<file path="config.mk">
export PLATFORM = sky130hd
export DESIGN_NAME = alu_md_sequencer
export DESIGN_NICKNAME = d
export VERILOG_FILES = /design/src/rtl/alu_md_sequencer.sv
export SDC_FILE = /design/constraint.sdc
export NUM_CORES = 1
export LEC_CHECK = 0
export ABC_AREA = 1
export CAP_MARGIN = 20
export CORE_UTILIZATION = 12
export DETAILED_ROUTE_END_ITERATION = 8
export GPL_ROUTABILITY_DRIVEN = 0
export PLACE_DENSITY = 0.87
export SLEW_MARGIN = 20
export SYNTH_ARGS = -nofsm -noshare
export SYNTH_HDL_FRONTEND = slang
export SYNTH_SLANG_ARGS = --single-unit
</file>
<file path="constraint.sdc">
create_clock -name vclk -period 0.8
set_input_delay 0.12 -clock vclk [all_inputs]
set_output_delay 0.12 -clock vclk [all_outputs]
set_load 0.02 [all_outputs]
</file>
<file path="src/rtl/alu_md_sequencer.sv">
// alu_md_sequencer
//
// ALU control decoder with an optional multi-cycle multiply/divide sequencer
// for the RISC-V M extension.
//
// The M-extension sequencer is built only when the macro MD_EXT_EN is defined.
// Without it, the block is a purely combinational ALU decoder and all
// mul/div outputs are tied low.
//
// Ports:
//   clk        in   sole clock, rising edge
//   reset      in   asynchronous, active-high reset
//   opb5       in   opcode bit 5
//   funct3     in   instruction funct3 field
//   funct7b5   in   funct7 bit 5
//   funct7b0   in   funct7 bit 0 (M-extension marker)
//   ALUOp      in   main-decoder ALU operation class
//   valid_in   in   instruction fields and operands are valid
//   flush      in   synchronous abort of any in-flight mul/div
//   srcA/srcB  in   XLEN-bit operands for mul/div
//   ALUControl out  combinational ALU select
//   md_busy    out  sequencer iterating (MUL or DIV)
//   md_done    out  one-cycle completion pulse
//   stall      out  hold the pipeline until the mul/div result is ready
//   md_result  out  mul/div result, valid while md_done is high
module alu_md_sequencer #(
    parameter int XLEN = 32
) (
    input  logic            clk,
    input  logic            reset,
    input  logic            opb5,
    input  logic [2:0]      funct3,
    input  logic            funct7b5,
    input  logic            funct7b0,
    input  logic [1:0]      ALUOp,
    input  logic            valid_in,
    input  logic            flush,
    input  logic [XLEN-1:0] srcA,
    input  logic [XLEN-1:0] srcB,
    output logic [3:0]      ALUControl,
    output logic            md_busy,
    output logic            md_done,
    output logic            stall,
    output logic [XLEN-1:0] md_result
);

    localparam logic [3:0] ALU_ADD  = 4'b0000;
    localparam logic [3:0] ALU_SUB  = 4'b0001;
    localparam logic [3:0] ALU_AND  = 4'b0010;
    localparam logic [3:0] ALU_OR   = 4'b0011;
    localparam logic [3:0] ALU_XOR  = 4'b0100;
    localparam logic [3:0] ALU_SLL  = 4'b0101;
    localparam logic [3:0] ALU_SRL  = 4'b0110;
    localparam logic [3:0] ALU_SRA  = 4'b0111;
    localparam logic [3:0] ALU_SLT  = 4'b1000;
    localparam logic [3:0] ALU_SLTU = 4'b1001;

    logic is_md;

`ifdef MD_EXT_EN
    assign is_md = (ALUOp == 2'b10) & opb5 & funct7b0;
`else
    assign is_md = 1'b0;
`endif

    // M-extension instructions use the adder slot so the ALU stays quiet.
    always_comb begin
        ALUControl = ALU_ADD;
        if (is_md) begin
            ALUControl = ALU_ADD;
        end else begin
            case (ALUOp)
                2'b00: ALUControl = ALU_ADD;
                2'b01: ALUControl = ALU_SUB;
                default: begin
                    case (funct3)
                        3'b000:  ALUControl = (funct7b5 & opb5) ? ALU_SUB : ALU_ADD;
                        3'b001:  ALUControl = ALU_SLL;
                        3'b010:  ALUControl = ALU_SLT;
                        3'b011:  ALUControl = ALU_SLTU;
                        3'b100:  ALUControl = ALU_XOR;
                        3'b101:  ALUControl = funct7b5 ? ALU_SRA : ALU_SRL;
                        3'b110:  ALUControl = ALU_OR;
                        default: ALUControl = ALU_AND;
                    endcase
                end
            endcase
        end
    end

`ifdef MD_EXT_EN
    localparam logic [1:0] IDLE = 2'b00;
    localparam logic [1:0] MUL  = 2'b01;
    localparam logic [1:0] DIV  = 2'b10;
    localparam logic [1:0] DONE = 2'b11;
    localparam int CW = $clog2(XLEN);

    logic [1:0]      state;
    logic [CW-1:0]   count;
    logic [XLEN-1:0] acc_hi;
    logic [XLEN-1:0] acc_lo;
    logic [XLEN-1:0] operand_b;
    logic [2:0]      op;
    logic            neg_res;

    // Both algorithms work on magnitudes; the sign is reapplied at the end.
    // For the div/rem group funct3[0] marks the unsigned forms.
    logic            signed_a, signed_b, neg_a, neg_b;
    logic [XLEN-1:0] abs_a, abs_b, special_result;
    logic            div_zero, div_ovf;

    assign signed_a = funct3[2] ? ~funct3[0] : (funct3[1:0] != 2'b11);
    assign signed_b = funct3[2] ? ~funct3[0] : ~funct3[1];
    assign neg_a    = signed_a & srcA[XLEN-1];
    assign neg_b    = signed_b & srcB[XLEN-1];
    assign abs_a    = neg_a ? -srcA : srcA;
    assign abs_b    = neg_b ? -srcB : srcB;
    assign div_zero = (srcB == '0);
    assign div_ovf  = signed_a & (srcA == {1'b1, {(XLEN-1){1'b0}}}) & (srcB == {XLEN{1'b1}});

    // Early-out values: funct3[1] selects the remainder forms.
    always_comb begin
        special_result = '0;
        if (div_zero)
            special_result = funct3[1] ? srcA : {XLEN{1'b1}};
        else
            special_result = funct3[1] ? '0 : srcA;
    end

    // One shift-add multiply step: acc_lo holds the remaining multiplier bits
    // and collects the low product half as the partial sum shifts right.
    logic [XLEN:0]   mul_sum;
    // One restoring-division step: acc_hi is the partial remainder and
    // acc_lo shifts out dividend bits while shifting in quotient bits.
    logic [XLEN:0]   div_shift;
    logic [XLEN-1:0] div_diff;
    logic            div_ge;
    logic [XLEN-1:0] step_hi, step_lo;

    assign mul_sum   = {1'b0, acc_hi} + (acc_lo[0] ? {1'b0, operand_b} : '0);
    assign div_shift = {acc_hi, acc_lo[XLEN-1]};
    assign div_ge    = (div_shift >= {1'b0, operand_b});
    assign div_diff  = div_shift[XLEN-1:0] - operand_b;
    assign step_hi   = (state == MUL) ? mul_sum[XLEN:1]
                                      : (div_ge ? div_diff : div_shift[XLEN-1:0]);
    assign step_lo   = (state == MUL) ? {mul_sum[0], acc_lo[XLEN-1:1]}
                                      : {acc_lo[XLEN-2:0], div_ge};

    // Result formed from the last step's outputs so it can be registered
    // on the edge that enters DONE.
    logic [2*XLEN-1:0] prod, prod_s;
    logic [XLEN-1:0]   final_result;

    assign prod   = {step_hi, step_lo};
    assign prod_s = neg_res ? -prod : prod;

    always_comb begin
        final_result = '0;
        case (op)
            3'b000:          final_result = prod_s[XLEN-1:0];
            3'b100, 3'b101:  final_result = neg_res ? -step_lo : step_lo;
            3'b110, 3'b111:  final_result = neg_res ? -step_hi : step_hi;
            default:         final_result = prod_s[2*XLEN-1:XLEN];
        endcase
    end

    // Sequencer: flush wins over everything, divide-by-zero and signed
    // overflow bypass the iteration and go straight to DONE.
    always_ff @(posedge clk or posedge reset) begin
        if (reset) begin
            state     <= IDLE;
            count     <= '0;
            acc_hi    <= '0;
            acc_lo    <= '0;
            operand_b <= '0;
            op        <= '0;
            neg_res   <= 1'b0;
            md_result <= '0;
        end else if (flush) begin
            state <= IDLE;
            count <= '0;
        end else begin
            case (state)
                IDLE: begin
                    if (valid_in & is_md) begin
                        op    <= funct3;
                        count <= '0;
                        if (funct3[2] & (div_zero | div_ovf)) begin
                            md_result <= special_result;
                            state     <= DONE;
                        end else begin
                            acc_hi    <= '0;
                            acc_lo    <= abs_a;
                            operand_b <= abs_b;
                            neg_res   <= (funct3[2] & funct3[1]) ? neg_a : (neg_a ^ neg_b);
                            state     <= funct3[2] ? DIV : MUL;
                        end
                    end
                end
                MUL, DIV: begin
                    acc_hi <= step_hi;
                    acc_lo <= step_lo;
                    count  <= count + 1'b1;
                    if (count == CW'(XLEN-1)) begin
                        md_result <= final_result;
                        count     <= '0;
                        state     <= DONE;
                    end
                end
                default: state <= IDLE;
            endcase
        end
    end

    assign md_done = (state == DONE);
    assign md_busy = (state == MUL) | (state == DIV);
    assign stall   = valid_in & is_md & ~md_done;
`else
    logic unused_inputs;
    assign unused_inputs = ^{clk, reset, funct7b0, valid_in, flush, srcA, srcB};

    assign md_busy   = 1'b0;
    assign md_done   = 1'b0;
    assign stall     = 1'b0;
    assign md_result = '0;
`endif

endmodule

</file>
# Yosys cells after proc, flatten, opt, wreduce, memory -nomap -nowiden

Index checks and enable logic that the tools add are counted.

Equal/unequal tests: 7
Bitwise logic cells: 1
Reductions and logical operators: 2
Muxes and demuxes: 4

Operators with widths:

| operator                                                         | number |
|---|---|
| 4-bit one-hot mux with 7 select lines                            | 1 |
| 3-bit == test (second input constant)                            | 3 |
| 4-bit one-hot mux with 2 select lines                            | 1 |
| 3-bit by 2-bit == test with 1-bit output (second input constant) | 2 |
| 3-bit by 1-bit == test with 1-bit output (second input constant) | 1 |
| 3-bit logical NOT                                                | 1 |
| 2-bit by 1-bit == test with 1-bit output (second input constant) | 1 |
| 2-bit logical NOT                                                | 1 |
| 1-bit two-way mux                                                | 2 |
| 1-bit AND                                                        | 1 |

Word-level logic and storage cells: 14
Flip-flop bits (word level): 0
Output and inout bits: 39

# Logic depth before layout (Yosys ltp)

Depth in word-level cells: 4
Mapped depth: 6
Depth with buffers taken out: 6

# Worst setup path before layout

OpenSTA, ideal clock, no wires.

Kind: input to output
Start point: input port funct3[2]
End point: output port ALUControl[1]
Setup slack: 0.012 ns
Path buffers: 0
Cell stages on the path: 2
Data arrival time: 0.668 ns
Cells stage by stage: inv_1 > nor3_1

Cells in the longest elaborated chain, start to end: 3
Elaborated cells between the ends (all ways): 9

Ends and longest elaborated chain:

| item                                      | line | RTL |
|---|---|---|
| start, declared                           | 32   | `input logic [2:0] funct3,` |
| 3-bit == test (tied with other cells)     | 76   | `case (funct3)` |
| 4-bit one-hot mux with 7 select lines (*) | 76   |  |
| 4-bit one-hot mux with 2 select lines (*) | 72   | `case (ALUOp)` |
| end, declared                             | 40   | `output logic [3:0] ALUControl,` |

Mark *: on every way between the ends. The rest lies on a longest branch, timed or not.

# Worst setup path in the final report

Start point: input port funct3[0]
End point: output port ALUControl[0]

The elaborated chain is that of the path after synthesis.

==> results by group <==
Layout
  • Multi-input logic area: around 250 sq um
  • Nets@finish: roughly 150
  • Seq cells: 0
  • Register cell area after layout: 0 sq um
  • Most frequent cells in the layout: conb_1, buf_4, nor2_1
  • Area Overhead vs Synth: 17.31%
  • Util after Layout: between 10 and 15%
  • Finished Layout Cells: 100
  • Number of fill cells: 316
  • Antenna diodes: 0
  • Clock buffer count: 0
  • Most common cell after layout, fill and taps aside: conb_1
  • Layout cell share with drive strength beyond 1: between 30% and 40%

Floorplan
  • Core area: 2781 sq um
  • Initial Util: between 10% and 20%
  • Row Count: 19
  • Die Ht: roughly 56 microns
  • IO Pins: 115
  • DIE AREA: ~3200 sq um
  • Die Span X: 56.32 microns

Timing
  • Hold Slack: roughly 0.60 ns
  • Fin. Hold Viols: 0
  • Final worst-path cycle share: 106.8%
  • Fmax: around 1.2 GHz
  • Setup slack after layout: -0.05445 ns
  • Final setup violating endpoints: 1
  • Fin Setup TNS: -0.05445 ns
  • Max Slew Vio Count: 0
  • Unrepaired setup endpoints after global routing: yes
  • Min Tclk post-route: roughly 0.85 ns

Power and ir drop
  • PwrDens: 701.7 nW/um^2
  • Leakage Power: 0.2510 nW
  • VDD IR-drop max: between 0.0001 and 0.00015 V

Detailed routing
  • Initial DRC count: 2
  • Detail Route Antenna Nets: 0
  • Routed len/inst: 5.870 microns
  • Remaining DRCs: 0
  • Vias: ~270
  • DRT Wirelength: approximately 600 microns
  • DR vias/cell: 2.650
  • Drt pass-1 iters: 2

Worst setup path
  • Cell mode on critical path: nand3_2
  • Worst Setup Path Type: in -> out
  • Critical Path Fanout Max: 4
  • Crit-path cells: buf_4, nor2_4, nand3_2, nand3_2, nand2_2, inv_2, buf_6
  • CP max stage delay: approximately 0.13 ns
  • Worst path arrival time: 0.73 ns
  • Critical path origin: funct3[0]
  • CP delay by family, top: simple AND/OR/NAND/NOR gates
  • CP required: ~0.68 ns
  • Critical path's slowest cell: buf_4
  • Critical Path Sink Type: primary output
  • Crit start category: primary input
  • Worst path buffer plus inverter count: 3

Synth
  • Total of warnings raised by yosys: 0
  • Post-synthesis cell area: approximately 350 sq um
  • Seq/Total Area, Yosys: 0%
  • Cells after synthesis: 57
  • Synth cell types: 8
  • Avg Inst Size Synth: 6.212 sq um

Placed design
  • Pre-CTS setup slack: -0.9516 ns
  • I/O Buffers: 11
  • Post-placement cell count: between 90 and 100
  • Post-DP HPWL: 436.6 microns

Global routing
  • Initial antenna violation count: 0
  • Vias in the first global route: between 150 and 200
  • Pin count of the biggest net entering global routing: 5
  • Global-route wire length before repair: a little under 700 microns
  • GRT Util Overall: under 10%
  • Gr ovfl total: 0

Hold path
  • Hold_sp: funct3[2]
  • Min-delay worst type: in -> out

Status
  • Failing checks: negative setup slack
  • Status: finished, violations left

Run
  • Max-cap violations: 0
## tightest hold or removal path: stages
cell and delay (ns):
buf_8 0.08, inv_2 0.05, nand2_1 0.05, nor2_1 0.03
buf_4 0.14
## worst paths after layout
kind	to	slack, ns	cells past startpoint
hold / removal	ALUControl[3]	0.60	5
setup / recovery	ALUControl[0]	-0.05	7
## power by group
group          total (mW)  switching [mW]  leakage (nW)  internal, mW
sequential              0               0             0             0
combinational       0.291           0.219         0.251        0.0721
clock                   0               0             0             0
total               0.291           0.219         0.251        0.0721
## cells by family (layout without fill, tap and decap cells)
family	after synthesis	after routing	synth area share [%]
buffers and inverters	40	18	79.51
other	1	35	1.059
and+or+nand+nor	16	16	19.44
## Yosys cell counts
cell	instances	area, sq um
or2_2	1	6.260
inv_1	5	18.77
nor3_1	2	10.01
nand2_1	5	18.77
nand3_1	3	15.01
nor2_1	5	18.77
conb_1	1	3.750
buf_4	35	262.8
## what timing repair did
action                                  CTS  global route
setup buffers                             1             0
resized for setup                        60            10
pin swaps                                 8             4
endpoints found under the setup margin    4             4
hold buffers                              0             0
## per-layer routing
metal  global-route usage, %  part of all wire (%)  vias to the layer above
li1                        -                     -                      125
met1                   3.081                    33                      118
met2                   5.782                    59                       22
met3                       0                   7.3                        0
met4                       0                     0                        0
met5                       0                     0                        -
## area by class of cell
cell class,instances,area share (%)
inverter,5,4.518
multi-input combinational,51,59.34
tap,31,9.337
timing repair buffer,13,26.81
## metrics by stage
stage	area [sq um]	power (mW)
after floorplan	481.7	0.3188
after global placement	375.4	0.2572
after detailed placement	375.4	0.2595
after CTS	382.9	0.2661
after global routing	415.4	0.3085
final	415.4	0.2915
Power figures use the tool's default switching activity.
